### src/rtl/data_cache_pkg.sv
// Shared widths, access-mode encodings and FSM state type for the data cache.
package data_cache_pkg;

  localparam int unsigned WordW  = 32;
  localparam int unsigned QwordW = 128;

  localparam int unsigned ModeWord = 0;
  localparam int unsigned ModeHalf = 1;
  localparam int unsigned ModeByte = 2;

  typedef enum logic [1:0] {
    StIdle,
    StFill,
    StWrite
  } state_e;

endpackage

### src/rtl/data_cache_store_merge.sv
// Merges right-aligned store data into an existing word according to access size.
module data_cache_store_merge
  import data_cache_pkg::*;
#(
  parameter int unsigned MODE_W = 2
) (
  input  logic [WordW-1:0]  old_word_i,
  input  logic [WordW-1:0]  wdata_i,
  input  logic [MODE_W-1:0] mode_i,
  input  logic [1:0]        addr_lo_i,
  output logic [WordW-1:0]  new_word_o
);

  always_comb begin
    new_word_o = old_word_i;
    if (mode_i == MODE_W'(ModeHalf)) begin
      if (addr_lo_i[1]) new_word_o[31:16] = wdata_i[15:0];
      else              new_word_o[15:0]  = wdata_i[15:0];
    end else if (mode_i == MODE_W'(ModeByte)) begin
      new_word_o[{addr_lo_i, 3'b000} +: 8] = wdata_i[7:0];
    end else begin
      // Word and the unused encoding both replace the full word.
      new_word_o = wdata_i;
    end
  end

endmodule

### src/rtl/data_cache.sv
// Direct-mapped, write-through, no-write-allocate data cache with 4-word lines.
module data_cache
  import data_cache_pkg::*;
#(
  parameter int unsigned LINES  = 16,
  parameter int unsigned MODE_W = 2
) (
  input  logic              clk,
  input  logic              rst,
  input  logic [31:0]       cpuAddr,
  input  logic [31:0]       cpuWdata,
  input  logic [MODE_W-1:0] cpuMode,
  input  logic              cpuRead,
  input  logic              cpuWrite,
  output logic [31:0]       cpuRdata,
  output logic              cpuStall,
  output logic [31:0]       memAddr,
  output logic [31:0]       memWdata,
  output logic [MODE_W-1:0] memMode,
  output logic              memRead,
  output logic              memWrite,
  input  logic [127:0]      memQdata,
  input  logic              memReady
);

  localparam int unsigned IdxW = $clog2(LINES);
  localparam int unsigned TagW = 28 - IdxW;

  logic [IdxW-1:0]  idx;
  logic [TagW-1:0]  tag;
  logic [1:0]       off;
  logic             hit;
  logic [WordW-1:0] merged;

  logic [LINES-1:0] valid_q;
  logic [TagW-1:0]  tag_q  [LINES];
  logic [WordW-1:0] data_q [LINES][4];

  state_e state_q;
  logic   wr_done_q;
  logic   mem_read_q;
  logic   mem_write_q;

  assign off      = cpuAddr[3:2];
  assign idx      = cpuAddr[4 +: IdxW];
  assign tag      = cpuAddr[31 -: TagW];
  assign hit      = valid_q[idx] && (tag_q[idx] == tag);
  assign cpuRdata = data_q[idx][off];
  assign memRead  = mem_read_q;
  assign memWrite = mem_write_q;

  data_cache_store_merge #(
    .MODE_W(MODE_W)
  ) u_merge (
    .old_word_i(data_q[idx][off]),
    .wdata_i   (cpuWdata),
    .mode_i    (cpuMode),
    .addr_lo_i (cpuAddr[1:0]),
    .new_word_o(merged)
  );

  // wr_done_q marks the single IDLE cycle in which a finished store retires.
  always_ff @(posedge clk or posedge rst) begin
    if (rst) begin
      state_q     <= StIdle;
      valid_q     <= '0;
      wr_done_q   <= 1'b0;
      mem_read_q  <= 1'b0;
      mem_write_q <= 1'b0;
    end else begin
      case (state_q)
        StIdle: begin
          wr_done_q <= 1'b0;
          if (!wr_done_q && cpuWrite) begin
            state_q     <= StWrite;
            mem_write_q <= 1'b1;
          end else if (!wr_done_q && cpuRead && !hit) begin
            state_q    <= StFill;
            mem_read_q <= 1'b1;
          end
        end
        StFill: begin
          if (memReady) begin
            state_q      <= StIdle;
            mem_read_q   <= 1'b0;
            valid_q[idx] <= 1'b1;
          end
        end
        StWrite: begin
          if (memReady) begin
            state_q     <= StIdle;
            mem_write_q <= 1'b0;
            wr_done_q   <= 1'b1;
          end
        end
        default: state_q <= StIdle;
      endcase
    end
  end

  always_ff @(posedge clk) begin
    if (state_q == StFill && memReady) begin
      tag_q[idx] <= tag;
      for (int k = 0; k < 4; k++) data_q[idx][k] <= memQdata[32*k +: 32];
    end else if (state_q == StWrite && memReady && hit) begin
      data_q[idx][off] <= merged;
    end
  end

  always_comb begin
    cpuStall = 1'b0;
    memAddr  = '0;
    memWdata = '0;
    memMode  = '0;
    if (!rst) begin
      case (state_q)
        StIdle:  cpuStall = !wr_done_q && (cpuWrite || (cpuRead && !hit));
        StFill: begin
          cpuStall = 1'b1;
          memAddr  = {cpuAddr[31:4], 4'b0000};
        end
        StWrite: begin
          cpuStall = 1'b1;
          memAddr  = cpuAddr;
          memWdata = cpuWdata;
          memMode  = cpuMode;
        end
        default: cpuStall = 1'b0;
      endcase
    end
  end

endmodule

### config.mk
export PLATFORM = sky130hd
export DESIGN_NAME = data_cache
export DESIGN_NICKNAME = d
export VERILOG_FILES = /design/src/rtl/data_cache_pkg.sv /design/src/rtl/data_cache_store_merge.sv /design/src/rtl/data_cache.sv
export SDC_FILE = /design/constraint.sdc
export NUM_CORES = 2
export LEC_CHECK = 0
export BUFFER_PORTS_ARGS = -buffer_cell sky130_fd_sc_hd__buf_2
export CAP_MARGIN = 10
export CORE_ASPECT_RATIO = 0.7
export CORE_MARGIN = 2
export CORE_UTILIZATION = 60
export CTS_CLUSTER_SIZE = 14
export DETAILED_ROUTE_END_ITERATION = 10
export HOLD_SLACK_MARGIN = 0.15
export PLACE_DENSITY = 0.77
export SYNTH_ARGS = -nofsm -noshare
export SYNTH_HDL_FRONTEND = slang
export SYNTH_HIERARCHICAL = 1
export SYNTH_SLANG_ARGS = --single-unit
### constraint.sdc
create_clock -name clk -period 6.57 [get_ports clk]
set_input_delay 0.3285 -clock clk [delete_from_list [all_inputs] [get_ports clk]]
set_output_delay 0.3285 -clock clk [all_outputs]
set_load 0.02 [all_outputs]
After elaboration in Yosys (flattened, before gate mapping)
Memory sizes are Yosys's and may differ from the RTL's. Cells that the tools add are included.

Add/subtract/negate cells: 1. Order comparisons: 4. Equal/unequal tests: 12. Shift operators: 2. Muxes and demuxes: 167. Bitwise logic cells: 130. Reductions and logical operators: 23.

Operator list (count): $mux 32 (8); $mux 1 (140); $mux 128 (1); $or 1x1->1 (128); $bmux 32 s2 (1); $demux 32 s2 (1); $pmux 32 s2 (1); $bwmux 32 (1); $mux 16 (2); $shift 8x7->32 const A (1); $shiftx 8x7->32 (1); $eq 24x24->1 (1); $or 16x16->16 (1); $logic_and 1x1->1 (11); $mux 2 (5); $ne 2x2->1 const B (5); $pmux 1 s2 (4); $neg 5->7 (1); $reduce_and 2->1 (3); $lt 4x5->1 const B (1); $bmux 1 s4 (1); $demux 1 s4 (1); $eq 2x1->1 const B (2); $eq 2x2->1 const B (2); 14 further kinds (16).

Register bits after elaboration: 21. Memory bits (writable): 2432. Bits of input ports: 199. Output and inout bits: 101. Logic and storage cells: 346. Memories kept: 2.

Memories: data_q (words 16, width 128, read ports 1, clocked after Yosys merged registers in 0, wr ports 1, RTL line data_cache.sv:37) `logic [WordW-1:0] data_q [LINES][4];`; tag_q (words 16, width 24, read ports 1, clocked after Yosys merged registers in 0, wr ports 1, RTL line data_cache.sv:36) `logic [TagW-1:0] tag_q [LINES];`.

Longest topological paths before layout
Depth in word-level cells: 9. Gate-level depth with buffers: 16. Gate-level depth less buffers: 9.

Hierarchy
The synthesis kept the hierarchy.

By module, submodules not included: data_cache (instances 1, cells each 3986, area each 95815.6 µm², sequential area each 73555.5 µm²); data_cache_store_merge (instances 1, cells each 197, area each 1244.9 µm², sequential area each 0.0 µm²).

Least setup slack after synthesis
Ideal clock, no wire load.

Kind: input to register. Start: in cpuAddr[4]. End: mem data_q[0][0] (netlist name), enable pin. Library setup time: 0.432 ns. Arrival: 4.910 ns. Data required time: 6.138 ns. Setup slack: 1.228 ns. Stages: 15. Buffers on the path: 6. Cells stage by stage: buf_2 buf_4 buf_2 mux4_2 mux2i_1 xor2_1 nand2_1 nor4_1 o211a_1 and4_1 nand3_1 buf_2 buf_2 buf_2 a21oi_1.

Word-level cells in the longest chain between the ends: 8. Elaborated cells between the ends (all ways): 10. Classes of those cells: 1 x eq/ne; 5 x mux; 1 x bitwise; 2 x reduce/logical; 1 x memory.

RTL lines: start: declaration (RTL line data_cache.sv:10) `input logic [31:0] cpuAddr,`; $mem_v2 16x24 / $bmux 1 s4 (equally long branches); $eq 24x24->1 / $mux 1 (equally long branches) (RTL line data_cache.sv:47) `assign hit = valid_q[idx] && (tag_q[idx] == tag);`; $logic_and 1x1->1 (RTL line data_cache.sv:47); $logic_and 1x1->1 (RTL line data_cache.sv:105) `end else if (state_q == StWrite && memReady && hit) begin`; $mux 1 (RTL line data_cache.sv:105); $mux 1 (RTL line data_cache.sv:102) `if (state_q == StFill && memReady) begin`; $mux 128 (implied by the code) (RTL line data_cache.sv:106) `data_q[idx][off] <= merged;`; $or 1x1->1 (no source line); end: declaration (RTL line data_cache.sv:37).

Several ways; a longest one is shown, not always the timed one. The select of a mux whose other input is x is not followed.

Worst setup path in the final report
Start: mem tag_q[6][7] (netlist name). End: mem data_q[7][108] (netlist name), enable pin.

Word-level cells in the longest chain between the ends: 8.

RTL lines (RTL line): start: declaration (data_cache.sv:36); $mem_v2 16x24; $eq 24x24->1 (data_cache.sv:47); $logic_and 1x1->1 (data_cache.sv:47); $logic_and 1x1->1 (data_cache.sv:105); $mux 1 (data_cache.sv:105); $mux 1 (data_cache.sv:102); $mux 128 (implied by the code) (data_cache.sv:106); $or 1x1->1 (no source line).

Every way passes these cells.

==> impl_results.md <==
- Status: complete, no violations
- Skew-Pair Late Insertion Delay: 0.86 ns
- FILL cells: 9,330
- CTS Buf Count: 213
- Total gr overflow: 0
- Largest net degree at the start of global routing: 121
- Net Sw Frac: 0.231
- Most frequent cells in the layout: edfxtp_1 (2,432), mux4_2 (758), buf_2 (295)
- Initial Util: 0.604
- H-Tree Depth: 4
- Pwr Density: 292 nW/um^2
- CTS Buffer Depth: 3
- Logic pwr share: 0.087
- Cell Area, Placed: 103,000 sq um
- Post-CTS Setup Inserts: 0
- Worst hold path type: input pin to flop
- PortBufs: 299
- Clock power share: 0.371
- Worst-Margin Slew: 1.38 ns
- Site row count: 123
- Worst hold endpoint: data_q[7][61]
- Total Die Area: 165,000 sq um
- Yosys cell types: 60
- Design Area, Final: 110,000 sq um
- Met3 Routed Length: 41.8 mm
- Worst setup EP type: flop
- Main flop type after synthesis: edfxtp_1
- Clock slew at reported path FFs: 0.07 ns
- Hold Path Stages: 2
- CP arrival: 5.44 ns
- Post-DR vias/cell: 7.12
- Hold_sp: memQdata[93]
- CTS sink count: 2,453
- FF-to-FF path depth: 10
- Total GRT Usage: 0.337
- Switching power: 0.00746 W
- Core Area: 161,000 sq um
- DPL Wire Length: 160 mm
- Synth Net Count: 4,391
- Max-cap viol count: 0
- Final WL: 276 mm
- Slew Limit Fails: 0
- Number of flops mapped to enable cells by yosys: 2,432
- First-pass GRT wire length: 383 mm
- # DRC: 0
- Startpoint types: flop
- Post-synthesis sequential area ratio: 0.758
- CP required: 7.09 ns
- Drt wl/cell: 39.2 um
- CTS tree: yes
- DP Worst Slack: 0.843 ns
- Area of the multi-input gates: 23,300 sq um
- Height of the die: 341 um
- Commonest non-fill, non-tap cell in the layout: edfxtp_1
- Yosys warning count: 6
- Setup ws final: 1.65 ns
- Worst path slowest cell: or4b_2
- Met2 routed WL: 126 mm
- Area growth, synth to finish: 13.7%
- Antenna-violating nets left: 0
- CTS root buf: clkbuf_16
- Area leader, netlist: edfxtp_1
- Seq pwr share: 0.541
- Critical path class: flop to flop
- Worst reg2reg path startpoint: tag_q[6][7]
- M1 wire length: 93.3 mm
- Ports: 300
- Crit-path cells: mux4_2 -> a22o_1 -> a221oi_2 -> xor2_1 -> nand4_1 -> or4b_1 -> or4b_2 -> and2_1 -> nor2_4 -> buf_12
- DR iter-0 viols: 9,437
- Die X: 485 um
- Post-route clock period utilization: 0.749
- Drt pass-1 iters: 6
- Layout cells sized above 1: 0.347
- Leakage: 35.0 nW
- Slowest stage delay, CP: 0.73 ns
- Worst reg2reg endpoint: data_q[7][108]
- Nets: 4,927
- Fmax: 0.203 GHz
- Synth area leaders: edfxtp_1 (75%), mux4_2 (18%), mux2_2 (1.5%)
- Fraction of registers with async set/reset: 0.00856
- Vias: 50,000
- Initial antenna violation count: 40
- Max_slew headroom: 0.0784
- Post-synth top area share: 0.752
- Area of the mapped netlist: 97,100 sq um
- Number of global-route vias before repair: 48,600
- Hold slack final: 0.199 ns
- Setup tns final: 0 ns
- Final Skew: 0.0448 ns
- RSZ-0062 raised after global routing: no
- Seq cells post-synth: 2,453
- Internal: 0.0248 W
- Final setup viols: 0
- Post-layout min period: 4.92 ns
- Syn Area/Cell: 23.2 sq um
- Worst VDD drop: 0.251 mV
- Synthesized instance count: 4,183
- Routability Congestion: 0.929
- Hold Violations, Final: 0
- R2R Setup Slk: 1.65 ns
- Worst Path Max Fanout: 22
- Top sig layer: met5
- Reg area: 73,600 sq um
per-layer routing:
layer  up-vias  GRT usage
met4        12      0.154
met1     26200      0.469
met3       660      0.111
met5         -          0
li1      19000          -
met2      4173      0.495
timing repair:
action                     in CTS  in global routing
setup endpoints to repair       0                  0
hold buffers                  131                  0
resized for setup               0                  0
hold endpoints to repair     2029                  0
cell type report:
cell class / instances / share of cell area
clock inverter: 88 / 0.00629
inverter: 20 / 0.000680
sequential: 2453 / 0.666
clock buffer: 289 / 0.0518
tap: 2125 / 0.0241
antenna: 22 / 0.000499
multi-input combinational: 1473 / 0.211
timing repair buffer: 558 / 0.0394
critical path: cells and delay by family, from the launching register on:
family	cells	cell delay [ns]
AND/OR/NAND/NOR	5	2.63
buffers and inverters	1	0.27
multiplexers	1	0.46
XOR/XNOR	1	0.31
AO/OA/AOI/OAI	2	0.50
flip-flops	1	0.38
per-stage QoR:
stage                     power [W]  instances  utilization
after floorplan              0.0192       4183            -
after global routing         0.0330       7010        0.687
after detailed placement     0.0205       6498        0.639
after global placement       0.0204       6497        0.639
final                        0.0323       7028        0.687
after CTS                    0.0322       7006        0.687
registers in the layout, summed over array words and instances, names as in the netlist:
register,flops
tag_q,384
memRead,1
valid_q,16
state_q,2
memWrite,1
wr_done_q,1
data_q,2048
how the worst max path moves through the flow:
stage	start	end	slack, ns	depth (start not counted)
floorplan	cpuAddr[4]	data_q[0][0]	1.23	15
global placement	cpuAddr[4]	data_q[7][109]	0.88	13
detailed placement	cpuAddr[4]	data_q[9][109]	0.84	14
CTS	cpuAddr[4]	cpuStall	1.67	13
global route	cpuAddr[4]	cpuStall	1.40	13
finish	tag_q[6][7]	data_q[7][108]	1.65	10
synthesized netlist by cell type (all sizes together), types with 13 or more instances:
cell type and instances:
buf 104, a22o 15, a21oi 42, edfxtp 2432, clkbuf 133, o21ai 32
nand2 77, nor2 62, mux2 136, dfrtp 21, o22ai 30, a22oi 13
or2 16, mux4 758, and2 69, xnor2 16, inv 20, mux2i 73
a221oi 28
cells by family (layout without fill, tap and decap cells):
group	count (synthesis)	after routing	share of synthesized area
compound gates	191	191	0.0135
xor+xnor	23	23	0.00208
fa+ha+maj	9	9	0.00116
buf+inv	257	955	0.0110
flops	2453	2453	0.758
mux	967	967	0.199
other cells	0	22	0
simple gates	283	283	0.0152
power by group through the flow:
| stage | Combinational, W | Sequential [W] | Clock, W |
|---|---|---|---|
| detailed placement | 0.00266 | 0.0178 | 0 |
| global route | 0.00288 | 0.0175 | 0.0126 |
| global placement | 0.00261 | 0.0178 | 0 |
| finish | 0.00282 | 0.0175 | 0.0120 |
| CTS | 0.00275 | 0.0175 | 0.0120 |
| floorplan | 0.00146 | 0.0178 | 0 |
Note: power is estimated with default switching activity, not from simulation.
